$ cat src/rtl/pulse_measure.sv
// rtl/pulse_measure.sv - threshold-crossing pulse period/high-time/extrema measurement
module pulse_measure #(
    parameter int CNT_W = 24,
    parameter int HYST  = 4
) (
    input  logic             clk,
    input  logic             reset,
    input  logic [7:0]       sample,
    input  logic             sample_en,
    input  logic [7:0]       threshold,
    output logic [CNT_W-1:0] period,
    output logic [CNT_W-1:0] high_time,
    output logic [7:0]       peak,
    output logic [7:0]       trough,
    output logic             meas_valid,
    output logic             no_signal
);

    typedef enum logic [1:0] {
        IDLE = 2'd0,
        ARM  = 2'd1,
        HIGH = 2'd2,
        LOW  = 2'd3
    } state_t;

    state_t           r_state;
    state_t           w_state_nx;
    logic             r_level;
    logic [CNT_W-1:0] r_cnt;
    logic [CNT_W-1:0] r_hold_high;
    logic [7:0]       r_run_peak;
    logic [7:0]       r_run_trough;
    logic [CNT_W-1:0] r_period;
    logic [CNT_W-1:0] r_high_time;
    logic [7:0]       r_peak;
    logic [7:0]       r_trough;
    logic             r_meas_valid;
    logic             r_no_signal;

    logic [8:0]       w_sum;
    logic [7:0]       w_th_hi;
    logic [7:0]       w_th_lo;
    logic             w_level_nx;
    logic             w_rise;
    logic             w_fall;
    logic             w_cnt_max;
    logic             w_capture;
    logic             w_timeout;
    logic             w_restart;
    logic             w_cnt_inc;
    logic             w_hold_load;
    logic             w_ext_upd;

    // Saturating hysteresis band; a 9-bit sum and a 9-bit compare keep both edges from wrapping
    assign w_sum   = {1'b0, threshold} + 9'(HYST);
    assign w_th_hi = (w_sum > 9'd255) ? 8'hFF : w_sum[7:0];
    assign w_th_lo = ({1'b0, threshold} >= 9'(HYST)) ? (threshold - 8'(HYST)) : 8'h00;

    // Level the current enabled sample would leave behind, and the crossings it causes
    always_comb begin
        w_level_nx = r_level;
        if (sample >= w_th_hi) begin
            w_level_nx = 1'b1;
        end else if (sample <= w_th_lo) begin
            w_level_nx = 1'b0;
        end
    end

    assign w_rise    = sample_en & ~r_level & w_level_nx;
    assign w_fall    = sample_en & r_level & ~w_level_nx;
    assign w_cnt_max = (r_cnt == {CNT_W{1'b1}});

    // Next-state and datapath control; nothing moves unless the sample is enabled
    always_comb begin
        w_state_nx  = r_state;
        w_capture   = 1'b0;
        w_timeout   = 1'b0;
        w_restart   = 1'b0;
        w_cnt_inc   = 1'b0;
        w_hold_load = 1'b0;
        w_ext_upd   = 1'b0;
        if (sample_en) begin
            case (r_state)
                IDLE: begin
                    if (!w_level_nx) begin
                        w_state_nx = ARM;
                    end
                end
                ARM: begin
                    if (w_rise) begin
                        w_state_nx = HIGH;
                        w_restart  = 1'b1;
                    end
                end
                HIGH: begin
                    if (w_cnt_max) begin
                        w_state_nx = IDLE;
                        w_timeout  = 1'b1;
                    end else begin
                        w_cnt_inc = 1'b1;
                        w_ext_upd = 1'b1;
                        if (w_fall) begin
                            w_hold_load = 1'b1;
                            w_state_nx  = LOW;
                        end
                    end
                end
                LOW: begin
                    if (w_rise) begin
                        w_state_nx = HIGH;
                        w_capture  = 1'b1;
                        w_restart  = 1'b1;
                    end else if (w_cnt_max) begin
                        w_state_nx = IDLE;
                        w_timeout  = 1'b1;
                    end else begin
                        w_cnt_inc = 1'b1;
                        w_ext_upd = 1'b1;
                    end
                end
                default: begin
                    w_state_nx = IDLE;
                end
            endcase
        end
    end

    // State register
    always_ff @(posedge clk or posedge reset) begin
        if (reset) begin
            r_state <= IDLE;
        end else begin
            r_state <= w_state_nx;
        end
    end

    // Hysteresis level, sample counter, running extrema and held high time
    always_ff @(posedge clk or posedge reset) begin
        if (reset) begin
            r_level      <= 1'b0;
            r_cnt        <= '0;
            r_hold_high  <= '0;
            r_run_peak   <= 8'h00;
            r_run_trough <= 8'hFF;
        end else if (sample_en) begin
            r_level <= w_level_nx;
            if (w_restart) begin
                r_cnt        <= {{(CNT_W-1){1'b0}}, 1'b1};
                r_run_peak   <= sample;
                r_run_trough <= sample;
            end else begin
                if (w_cnt_inc) begin
                    r_cnt <= r_cnt + 1'b1;
                end
                if (w_ext_upd) begin
                    if (sample > r_run_peak) begin
                        r_run_peak <= sample;
                    end
                    if (sample < r_run_trough) begin
                        r_run_trough <= sample;
                    end
                end
            end
            if (w_hold_load) begin
                r_hold_high <= r_cnt;
            end
        end
    end

    // Registered results, one-cycle strobe and sticky no-signal flag
    always_ff @(posedge clk or posedge reset) begin
        if (reset) begin
            r_period     <= '0;
            r_high_time  <= '0;
            r_peak       <= 8'h00;
            r_trough     <= 8'hFF;
            r_meas_valid <= 1'b0;
            r_no_signal  <= 1'b0;
        end else begin
            r_meas_valid <= w_capture;
            if (w_capture) begin
                r_period    <= r_cnt;
                r_high_time <= r_hold_high;
                r_peak      <= r_run_peak;
                r_trough    <= r_run_trough;
                r_no_signal <= 1'b0;
            end else if (w_timeout) begin
                r_no_signal <= 1'b1;
            end
        end
    end

    assign period     = r_period;
    assign high_time  = r_high_time;
    assign peak       = r_peak;
    assign trough     = r_trough;
    assign meas_valid = r_meas_valid;
    assign no_signal  = r_no_signal;

endmodule

$ cat config.mk
export PLATFORM = sky130hd
export DESIGN_NAME = pulse_measure
export DESIGN_NICKNAME = d
export VERILOG_FILES = /design/src/rtl/pulse_measure.sv
export SDC_FILE = /design/constraint.sdc
export NUM_CORES = 1
export LEC_CHECK = 0
export CORE_MARGIN = 2
export CORE_UTILIZATION = 50
export CTS_BUF_LIST = sky130_fd_sc_hd__clkbuf_8
export DETAILED_ROUTE_END_ITERATION = 8
export PLACE_DENSITY = 0.8
export SYNTH_ARGS = -nofsm -noshare
export SYNTH_HDL_FRONTEND = slang
export SYNTH_SLANG_ARGS = --single-unit
$ cat constraint.sdc
create_clock -name clk -period 9.3 [get_ports clk]
set_input_delay 1.86 -clock clk [delete_from_list [all_inputs] [get_ports clk]]
set_output_delay 1.86 -clock clk [all_outputs]
set_load 0.1 [all_outputs]
After elaboration in Yosys (flattened, before gate mapping)
Index checks and enable logic that the tools add are counted. Widths: inputs -> output; s select.

Register bits: 133. Bits in latches: 0. Bits in writable memories: 0. Memory bits (read-only): 0. Input port bits: 19. Output and inout port bits: 66. Word-level logic and storage cells: 84. Memories: 0.

Add/sub/neg operators: 3. Multiply operators: 0. Div/mod/pow operators: 0. Order comparisons: 6. Equal/unequal tests: 8. Shift operators: 0. Muxes and demuxes: 38. Bitwise operators: 6. Reduce and logical (&&, ||, !) cells: 11.

Operators by type and width (count): $mux 8 (8); $mux 24 (2); $add 24x1->24 const B (1); $eq 24x24->1 const B (1); $mux 1 (19); $mux 2 (6); $add 8x3->9 const B (1); $gt 9x8->1 const B (1); $ge 8x3->1 const B (1); $ge 8x8->1 (1); $gt 8x8->1 (1); $le 8x8->1 (1); $lt 8x8->1 (1); $pmux 2 s4 (1); $reduce_bool 2->1 (4); $sub 8x3->8 const B (1); $ne 3x3->1 const B (2); $reduce_and 3->1 (2); $reduce_and 5->1 (1); $and 1x1->1 (4); $eq 2x2->1 const B (2); $ne 2x2->1 const B (2); $pmux 1 s2 (2); $reduce_and 2->1 (2); 4 further kinds (5).

Logic depth before layout (Yosys ltp)
Depth in word-level cells: 12. Mapped depth: 17. Gate-level depth less buffers: 15.

Worst setup path before layout
OpenSTA, ideal clock, no wires.

Path type: input port to flip-flop. Start point: in threshold[2]. End point: reg r_run_peak[0]. Setup time: 0.125 ns. Data arrival time: 5.015 ns. Data required time: 9.175 ns. Path slack: 4.160 ns. Cell stages on the path: 16. Path buffers: 1. Cell sequence: inv_1 -> ha_1 -> nand4_1 -> nor3_1 -> mux2_2 -> nand2_1 -> a21oi_1 -> or2_2 -> ha_1 -> nand2b_4 -> a2111oi_4 -> o21bai_2 -> and3_1 -> buf_2 -> a31oi_4 -> mux2_2.

Word-level cells in the longest chain between the ends: 11. Elaborated cells between the ends (all ways): 21. Classes of those cells: add/sub: 2; order compare: 4; mux: 11; bitwise: 1; reduce/logical: 3.

RTL lines: start: declaration (line 10) `input logic [7:0] threshold,`; $add 8x3->9, or another cell as far along (line 55) `assign w_sum = {1'b0, threshold} + 9'(HYST);`; $gt 9x8->1 or $mux 8 (tied branches) (line 56, 57); $mux 8 or $le 8x8->1 (tied branches) (line 56, 64); $ge 8x8->1 or $mux 1 (tied branches) (line 62, 64); $mux 1 (*) (line 62) `if (sample >= w_th_hi) begin`; $and 1x1->1 (*) (line 69) `assign w_rise = sample_en & ~r_level & w_level_nx;`; $mux 1, on equally long branches (line 109, 90); $pmux 1 s2 or $mux 1 (tied branches); $mux 1 (line 82) `if (sample_en) begin`; $reduce_bool 2->1 (no source line); $reduce_and 3->1 (no source line); end signal: assignment (line 149) `r_run_peak <= sample;`; end signal: assignment (line 157) `r_run_peak <= sample;`; end: declaration (line 31) `logic [7:0] r_run_peak;`.

Mark *: on every way between the ends. The rest lies on a longest branch, timed or not. A chain may end at the register's enable or synchronous reset.

Final worst setup path
Start point: in threshold[2]. End point: reg r_high_time[17] (netlist: high_time[17]).

Word-level cells in the longest chain between the ends: 9. Elaborated cells between the ends (all ways): 14. Classes of those cells: add/sub: 2; order compare: 4; mux: 7; bitwise: 1.

RTL lines: $add 8x3->9, or another cell as far along (line 55); $gt 9x8->1 or $mux 8 (tied branches) (line 56, 57); $mux 8 or $le 8x8->1 (tied branches) (line 56, 64); $ge 8x8->1 or $mux 1 (tied branches) (line 62, 64); $mux 1 (*) (line 62); $and 1x1->1 (*) (line 69); $mux 1 (*) (line 109) `if (w_rise) begin`; $mux 1 (*) (line 83) `case (r_state)`; $mux 1 (*) (line 82); end signal: assignment (line 183) `r_high_time <= r_hold_high;`; end: declaration (line 34) `logic [CNT_W-1:0] r_high_time;`.

Marks and branches as above.

==> results.md <==
Clock tree:
- In this run the clock root is driven by a clkbuf_8.
- The clock network latency to the later pin of the worst-skew pair is 0.44 ns.
- The clock transition at the registers of the reported paths is 0.07 ns.
- The hold buffer count at CTS is 0.
- The clock tree from TritonCTS is yes.
- Buffers inserted during clock tree synthesis total 17.
- The total number of clock tree sinks is 133.
- The H-tree depth is 4.
- The post-CTS repair timing setup buffer count is 0.
- The total of cells resized after clock tree synthesis is 0.
- The buffer levels on the longest clock path is 2.

STA:
- The post-route clock skew is 0.00663 ns.
- The share of the clock period used by the worst path after layout is 71.6%.
- The count of final setup violators is 0.
- The worst slew slack as a fraction of its limit is 22.2%.
- The final critical path time including I/O delays and setup is 6.66 ns.
- The slew of the pin with the lowest slew margin is 1.16 ns.
- The number of hold violations in the final report is 0.
- The final number of max-transition violations is 0.
- Setup repair after global routing left no endpoint under its margin.
- The total negative slack is 0 ns.
- The upper clock frequency limit is 0.150 GHz.

Worst setup path:
- Traced cell by cell, the critical path runs through clkdlybuf4s50_1 > inv_1 > ha_1 > nand4_1 > nor3_1 > mux2_2 > nand2_1 > a21oi_1 > nor2_1 > ha_1 > nand2_1 > a211o_1 > o21bai_2 > nand2_1 > nor2_4 > buf_4 > mux2_2.
- The critical-path maximum fanout is 40.
- The arrival time reported for the critical path endpoint is 6.98 ns.
- STA puts the critical path data required time at 9.62 ns.
- The worst setup path is launched from a primary input.
- The critical path class is primary input to flip-flop.
- The largest individual stage delay along the critical path comes from the cell nor2_4.
- The most common cell type on the critical path is nand2_1.
- The reg-to-reg startpoint is r_cnt[0].
- The worst register-to-register path has a depth of 6.
- The nature of the critical path endpoint is a flip-flop.
- The setup check on the worst reg-to-reg path leaves a slack of 6.23 ns.
- The critical register-to-register path endpoint is r_hold_high[10].
- The biggest cell delay along the critical path is 0.93 ns.

Detailed routing:
- The detailed router finished its first iteration with 238 violations.
- The number of DRC violations after detailed routing is 0.
- The total number of vias is 4262.
- Dividing the detail-routed via count by the number of cells gives 5.35.
- The number of detailed-route iterations in the first pass is 5.
- The count of nets left with antenna violations once routing finished came out at 0.
- Dividing the detail-routed wire length by the instance count gives 15.8 um.
- The routed wire length is 12.6 mm.

Hold path:
- The type of the most critical hold path is flip-flop to flip-flop.
- In this run the most critical hold path is launched from r_hold_high[22].
- Along the worst hold path, the cell count comes to 1.
- The worst hold path terminates at high_time[22].

Global route:
- The first global-routing pass estimated 21.8 mm of wire.
- The global router's overall resource usage is 19.3%.
- The residual overflow from global routing is 0.
- The pin count of the biggest net entering global routing is 79.
- The via count of the first global-routing pass is 4473.
- The initial antenna violation count came to 0.

Layout:
- From synthesis to final layout, the design area changed by 20.2%.
- Cells fill 61.8% of the core in the end.
- The final layout net count is 668.
- The number of antenna diodes in the final layout is 0.
- The finished cells cover 7870 sq um.
- In the final layout, the share of cells above drive strength 1 is 26.3%.

Power:
- The reported leakage power is 3.67 nW.
- For this design the ratio of total power to cell area is 265 nW/um^2.
- The maximum vdd drop is 0.000237 V.
- The overall power consumption is 0.00209 W.

Synth:
- The number of different library cells in the post-synthesis netlist is 51.
- In this run the cell area of the synthesized design comes to 6550 sq um.
- In this run the biggest area consumer among cell types represents 44.7% of the synthesized area.
- The post-synthesis sequential area ratio is 51.2%.
- The synthesized area per cell is 12.5 sq um.
- The cell taking the most area after synthesis is dfrtp_1.
- The share of flip-flops with an asynchronous set or reset after synthesis is 100%.
- In this run, synthesis inferred 0 flip-flops with an integrated enable.
- The post-synthesis net count is 579.
- The synthesized design contains 133 register bits.
- After synthesis, the cell types taking the most area are dfrtp_1 (45%), mux2_2 (15%), ha_1 (6.9%).
- During synthesis, Yosys emitted a total of 0 warnings.
- The most used flip-flop cell after synthesis is dfrtp_1.
- The count of mapped cells out of synthesis is 524.

Die:
- The floorplan step defined a die boundary enclosing 14000 sq um.
- The width of the die is 118 um.
- Measured along the y axis, the die boundary spans 118 um.
- The effective utilization at floorplan is 51.4%.
- The initialized floorplan defines 41 standard-cell rows.
- The region available for standard cell placement spans 12700 sq um.
- 85 I/O pins were placed.

Placement:
- The total placed instance area is 7520 sq um.
- The count of buffers from port buffering is 84.
- The detailed placer's ending HPWL is 8.90 mm.
- At the end of routability-driven placement, the weighted congestion stood at 0.853.

Status:
- The flow ran to the end, and the final reports show no timing, DRC or antenna violations.

Run:
- The number of max-cap violations is 0.
[cells by family after synthesis]
| kind of cell | count (synthesis) | synth area share [%] |
|---|---|---|
| mux | 106 | 19.4 |
| compound gates | 58 | 6.39 |
| xor+xnor | 20 | 2.68 |
| simple gates | 132 | 10.6 |
| flops | 133 | 51.2 |
| fa+ha+maj | 36 | 6.88 |
| buf+inv | 39 | 2.98 |
[worst max-delay path by stage]
| stage | start | to | cells past startpoint |
|---|---|---|---|
| after floorplan | reset | high_time[0] | 1 |
| after global placement | threshold[2] | high_time[15] | 17 |
| after detailed placement | threshold[2] | high_time[17] | 17 |
| after CTS | threshold[2] | period[14] | 17 |
| after global routing | threshold[2] | period[14] | 17 |
| final | threshold[2] | high_time[17] | 17 |
[registers in the layout (all words and copies together) (netlist names)]
signal and flops:
r_run_peak 8, r_cnt 24, period 24, r_level 1
r_hold_high 24, r_state 2, no_signal 1, high_time 24
trough 8, meas_valid 1, r_run_trough 8, peak 8
[per-layer routing]
metal	vias to the layer above	part of all wire [%]	global-route usage [%]
met5	-	0	0
met4	0	2.0	6.77
met3	24	4.5	5.12
met2	101	48	31.5
met1	2103	45	24.8
li1	2034	-	-
[cells in the mapped netlist, types with 2 or more instances]
cell type	number
a21o_1	2
a22o_1	2
and2_1	6
mux2_2	85
nand3_1	18
nand4_1	11
nand2b_1	3
clkbuf_1	4
buf_6	5
o21ai_0	16
buf_2	3
nand3b_1	2
o2111ai_1	2
inv_1	23
nor2_1	36
ha_1	36
buf_4	2
xor2_1	15
nor2b_1	3
a211oi_1	2
and3_1	9
or3_1	7
a21oi_1	19
xnor2_1	5
a31oi_1	4
dfstp_2	16
nor4_1	2
nand2_1	26
dfrtp_1	117
mux2_4	20
and4_1	2
buf_1	2
[cells in the final DEF, fill, tap and decap left out, types with 2 or more instances in the layout]
| master | count |
|---|---|
| a31oi_1 | 4 |
| xor2_1 | 15 |
| a21oi_1 | 19 |
| clkinv_2 | 5 |
| dfstp_2 | 16 |
| a22o_1 | 2 |
| clkdlybuf4s50_1 | 84 |
| nor2b_1 | 3 |
| nand2_1 | 26 |
| a21o_1 | 2 |
| mux2_4 | 20 |
| nand2b_1 | 3 |
| a211oi_1 | 2 |
| dfrtp_1 | 117 |
| ha_1 | 36 |
| inv_1 | 23 |
| nand3_1 | 18 |
| o21ai_0 | 16 |
| nand4_1 | 11 |
| clkbuf_8 | 19 |
| and4_1 | 2 |
| and2_1 | 6 |
| o2111ai_1 | 2 |
| nor2_1 | 35 |
| mux2_2 | 85 |
| and3_1 | 9 |
| or3_1 | 7 |
| xnor2_1 | 5 |
| nor4_1 | 2 |
| clkinvlp_4 | 2 |
| buf_4 | 2 |
| nand3b_1 | 2 |
[area by class of cell]
class,count,area [sq um]
multi-input combinational,352,3010
tap,172,215
inverter,23,88.8
sequential,133,3350
timing repair buffer,86,856
fill,1026,4860
clock inverter,11,86.3
clock buffer,19,262
[critical path, delay by kind of cell]
kind	cells	cell delay, ns
mux	2	0.59
buf+inv	3	1.20
fa+ha+maj	2	0.66
compound gates	3	0.99
simple gates	7	1.68
[through the flow]
stage                     std cells  hold slack (ns)  worst slack [ns]
final                           796            0.503              2.64
after global routing            796            0.522              2.27
after CTS                       796            0.510              2.65
after detailed placement        766            0.490              2.21
after global placement          766            0.484              2.44
after floorplan                 524            0.465              3.91
[power breakdown]
part	internal, W	switching [W]
logic	0.000277	0.000587
clock network	0.000218	0.000212
registers	0.000715	0.0000761
total	0.00121	0.000875
No activity file was read; power rests on OpenSTA's default activity.
==> RTL edit, RTL diff (same flow settings) <==
Set the parameter `CNT_W` to 48 (it was 24).
--- a/src/rtl/pulse_measure.sv
+++ b/src/rtl/pulse_measure.sv
@@ -2,3 +2,3 @@
 module pulse_measure #(
-    parameter int CNT_W = 24,
+    parameter int CNT_W = 48,
     parameter int HYST  = 4
Ports: changed (resized high_time and period); port bits go from 85 to 133. No check against the original RTL was run, so the function may have changed too.
==> RTL edit against the unedited design <==
Total power up 40%. Synthesized cell count grew 60%. Routed wire length increased by 72%. Worst setup slack worse by 370 ps. Synthesized area is 60% higher. Cell area up 62%. Sequential cell count increased by 96.
==> RTL edit: results (changes against the unedited design) <==
INFO  detailed_routing routed_via_density=5.416 [was 5.354]
INFO  logic_synthesis ys_seq_area_share=54.79% [was 51.16%]
INFO  placed_design  dpl_cell_area=12010um2 [was 7517 um2]
INFO  layout         post_route_cells_drive_above_1_share=27.32% [was 26.28%]
INFO  cts            max-clock-path-buffers=3 [was 2]
INFO  global_routing grt_max_degree=151 [was 79]
INFO  logic_synthesis ys.flop_type=sky130_fd_sc_hd__dfrtp_1 [unchanged]
INFO  critical_path  worst_path_largest_cell_delay=630ps [was 930 ps]
INFO  outcome        run_status=completed [unchanged]
INFO  min_path       worst_hold_check_path_type=flop to flop [unchanged]
INFO  detailed_routing drt-total-wl=21620um [was 12580 um]
INFO  critical_path  critPathArrivalTime=7440ps [was 6980 ps]
INFO  critical_path  cp_max_fo=49 [was 40]
INFO  detailed_routing routedWlPerCell=16.92um [was 15.80 um]
INFO  placed_design  post-place-cells=1214 [was 766]
INFO  logic_synthesis synth_top_cells_by_count=sky130_fd_sc_hd__dfrtp_1 (213), sky130_fd_sc_hd__mux2_2 (176), sky130_fd_sc_hd__nor2_1 (61) [was sky130_fd_sc_hd__dfrtp_1 (117), sky130_fd_sc_hd__mux2_2 (85), sky130_fd_sc_hd__ha_1 (36), sky130_fd_sc_hd__nor2_1 (36), sky130_fd_sc_hd__nand2_1 (26)]
INFO  placed_design  finalWeightedCongestion=0.8175 [was 0.8528]
INFO  placed_design  dpl_worst_slack=1803ps [was 2214 ps]
INFO  logic_synthesis synthCells=836 [was 524]
INFO  cts            htree_levels=2 [was 4]
INFO  placed_design  hpwl=14340um [was 8899 um]
INFO  placed_design  buffer_ports.inserted=132 [was 84]
INFO  logic_synthesis synthesis.nets=891 [was 579]
INFO  sta            final_worst_clock_skew=26.46ps [was 6.628 ps]
INFO  critical_path  critPathSlowestCell=sky130_fd_sc_hd__or4b_2 [was sky130_fd_sc_hd__nor2_4]
INFO  global_routing grt_pass1_wl=36150um [was 21840 um]
INFO  sta            relSlewSlack=30.42% [was 22.20%]
INFO  cts            number_of_cells_upsized_or_downsized_after_cts=0 [unchanged]
INFO  cts            clk_latency=540ps [was 440 ps]
INFO  logic_synthesis synth_top_cells_by_area=sky130_fd_sc_hd__dfrtp_1 (51%), sky130_fd_sc_hd__mux2_2 (19%), sky130_fd_sc_hd__ha_1 (4.3%) [was sky130_fd_sc_hd__dfrtp_1 (45%), sky130_fd_sc_hd__mux2_2 (15%), sky130_fd_sc_hd__ha_1 (6.9%)]
INFO  detailed_routing drtIter0Drc=381 [was 238]
INFO  layout         final_nets=1034 [was 668]
INFO  detailed_routing drt_pre_antenna_iters=4 [was 5]
[RTL edit: cell types whose count changed after synthesis, moves of 6 or more]
cell,delta
sky130_fd_sc_hd__nand3_1,+8
sky130_fd_sc_hd__buf_2,+11
sky130_fd_sc_hd__xnor2_1,+37
sky130_fd_sc_hd__nand2_1,+14
sky130_fd_sc_hd__clkbuf_1,+6
sky130_fd_sc_hd__nor4_1,+11
sky130_fd_sc_hd__xor2_1,-11
sky130_fd_sc_hd__mux2_2,+91
sky130_fd_sc_hd__nor2_1,+25
sky130_fd_sc_hd__dfrtp_1,+96
sky130_fd_sc_hd__mux2_4,-20
sky130_fd_sc_hd__nor3_1,+20
[RTL edit: worst paths after layout]
| path | endpoint | cells after the start | slack (ps) | startpoint |
|---|---|---|---|---|
| max | high_time[4]$_DFFE_PP0P_ | 17 | 2270 | threshold[2] |
| min reg2reg | high_time[20]$_DFFE_PP0P_ | 1 | 500 | r_hold_high[20]$_DFFE_PP0P_ |
| max reg2reg | r_hold_high[15]$_DFFE_PP0P_ | 9 | 5920 | r_cnt[0]$_DFFE_PP0P_ |
| min | high_time[20]$_DFFE_PP0P_ | 1 | 500 | r_hold_high[20]$_DFFE_PP0P_ |
| max in group asynchronous | high_time[37]$_DFFE_PP0P_ | 3 | 5850 | reset |
| min in group asynchronous | peak[7]$_DFFE_PP0P_ | 2 | 1910 | reset |
[RTL edit: critical path: cells and delay by family]
| family | cells | cell delay (ps) |
|---|---|---|
| buffers and inverters | 5 | 2060 |
| AND/OR/NAND/NOR | 6 | 1630 |
| AO/OA/AOI/OAI | 3 | 1140 |
| multiplexers | 1 | 400 |
| adder cells (fa/ha/maj) | 2 | 320 |
[RTL edit: power by group]
group	internal, W	total (W)	switching [W]
registers	0.00113	0.00123	0.0000999
clock network	0.000470	0.000861	0.000392
logic	0.000263	0.000826	0.000563
total	0.00187	0.00292	0.00105
[RTL edit: cells by family after synthesis]
| logic type | Yosys count | synth area share [%] |
|---|---|---|
| simple gates | 230 | 11.55 |
| fa+ha+maj | 36 | 4.291 |
| flops | 229 | 54.79 |
| buf+inv | 61 | 2.980 |
| compound gates | 58 | 3.672 |
| mux | 176 | 18.88 |
| xor+xnor | 46 | 3.838 |
[RTL edit: area by class of cell]
cell class / instances / area (um2)
Multi-Input combinational cell: 546 / 4442
Fill cell: 1674 / 8075
Clock inverter: 19 / 120.1
Tap cell: 275 / 344.1
Clock buffer: 45 / 619.3
Sequential cell: 229 / 5751
Inverter: 26 / 105.1
Timing Repair Buffer: 138 / 1366
[RTL edit: routing by layer]
metal / GRT usage, % / part of all wire [%]
met4: 5.667 / 1.8
met2: 32.74 / 48
met3: 4.618 / 4.8
met1: 27.50 / 46
met5: 0 / 0
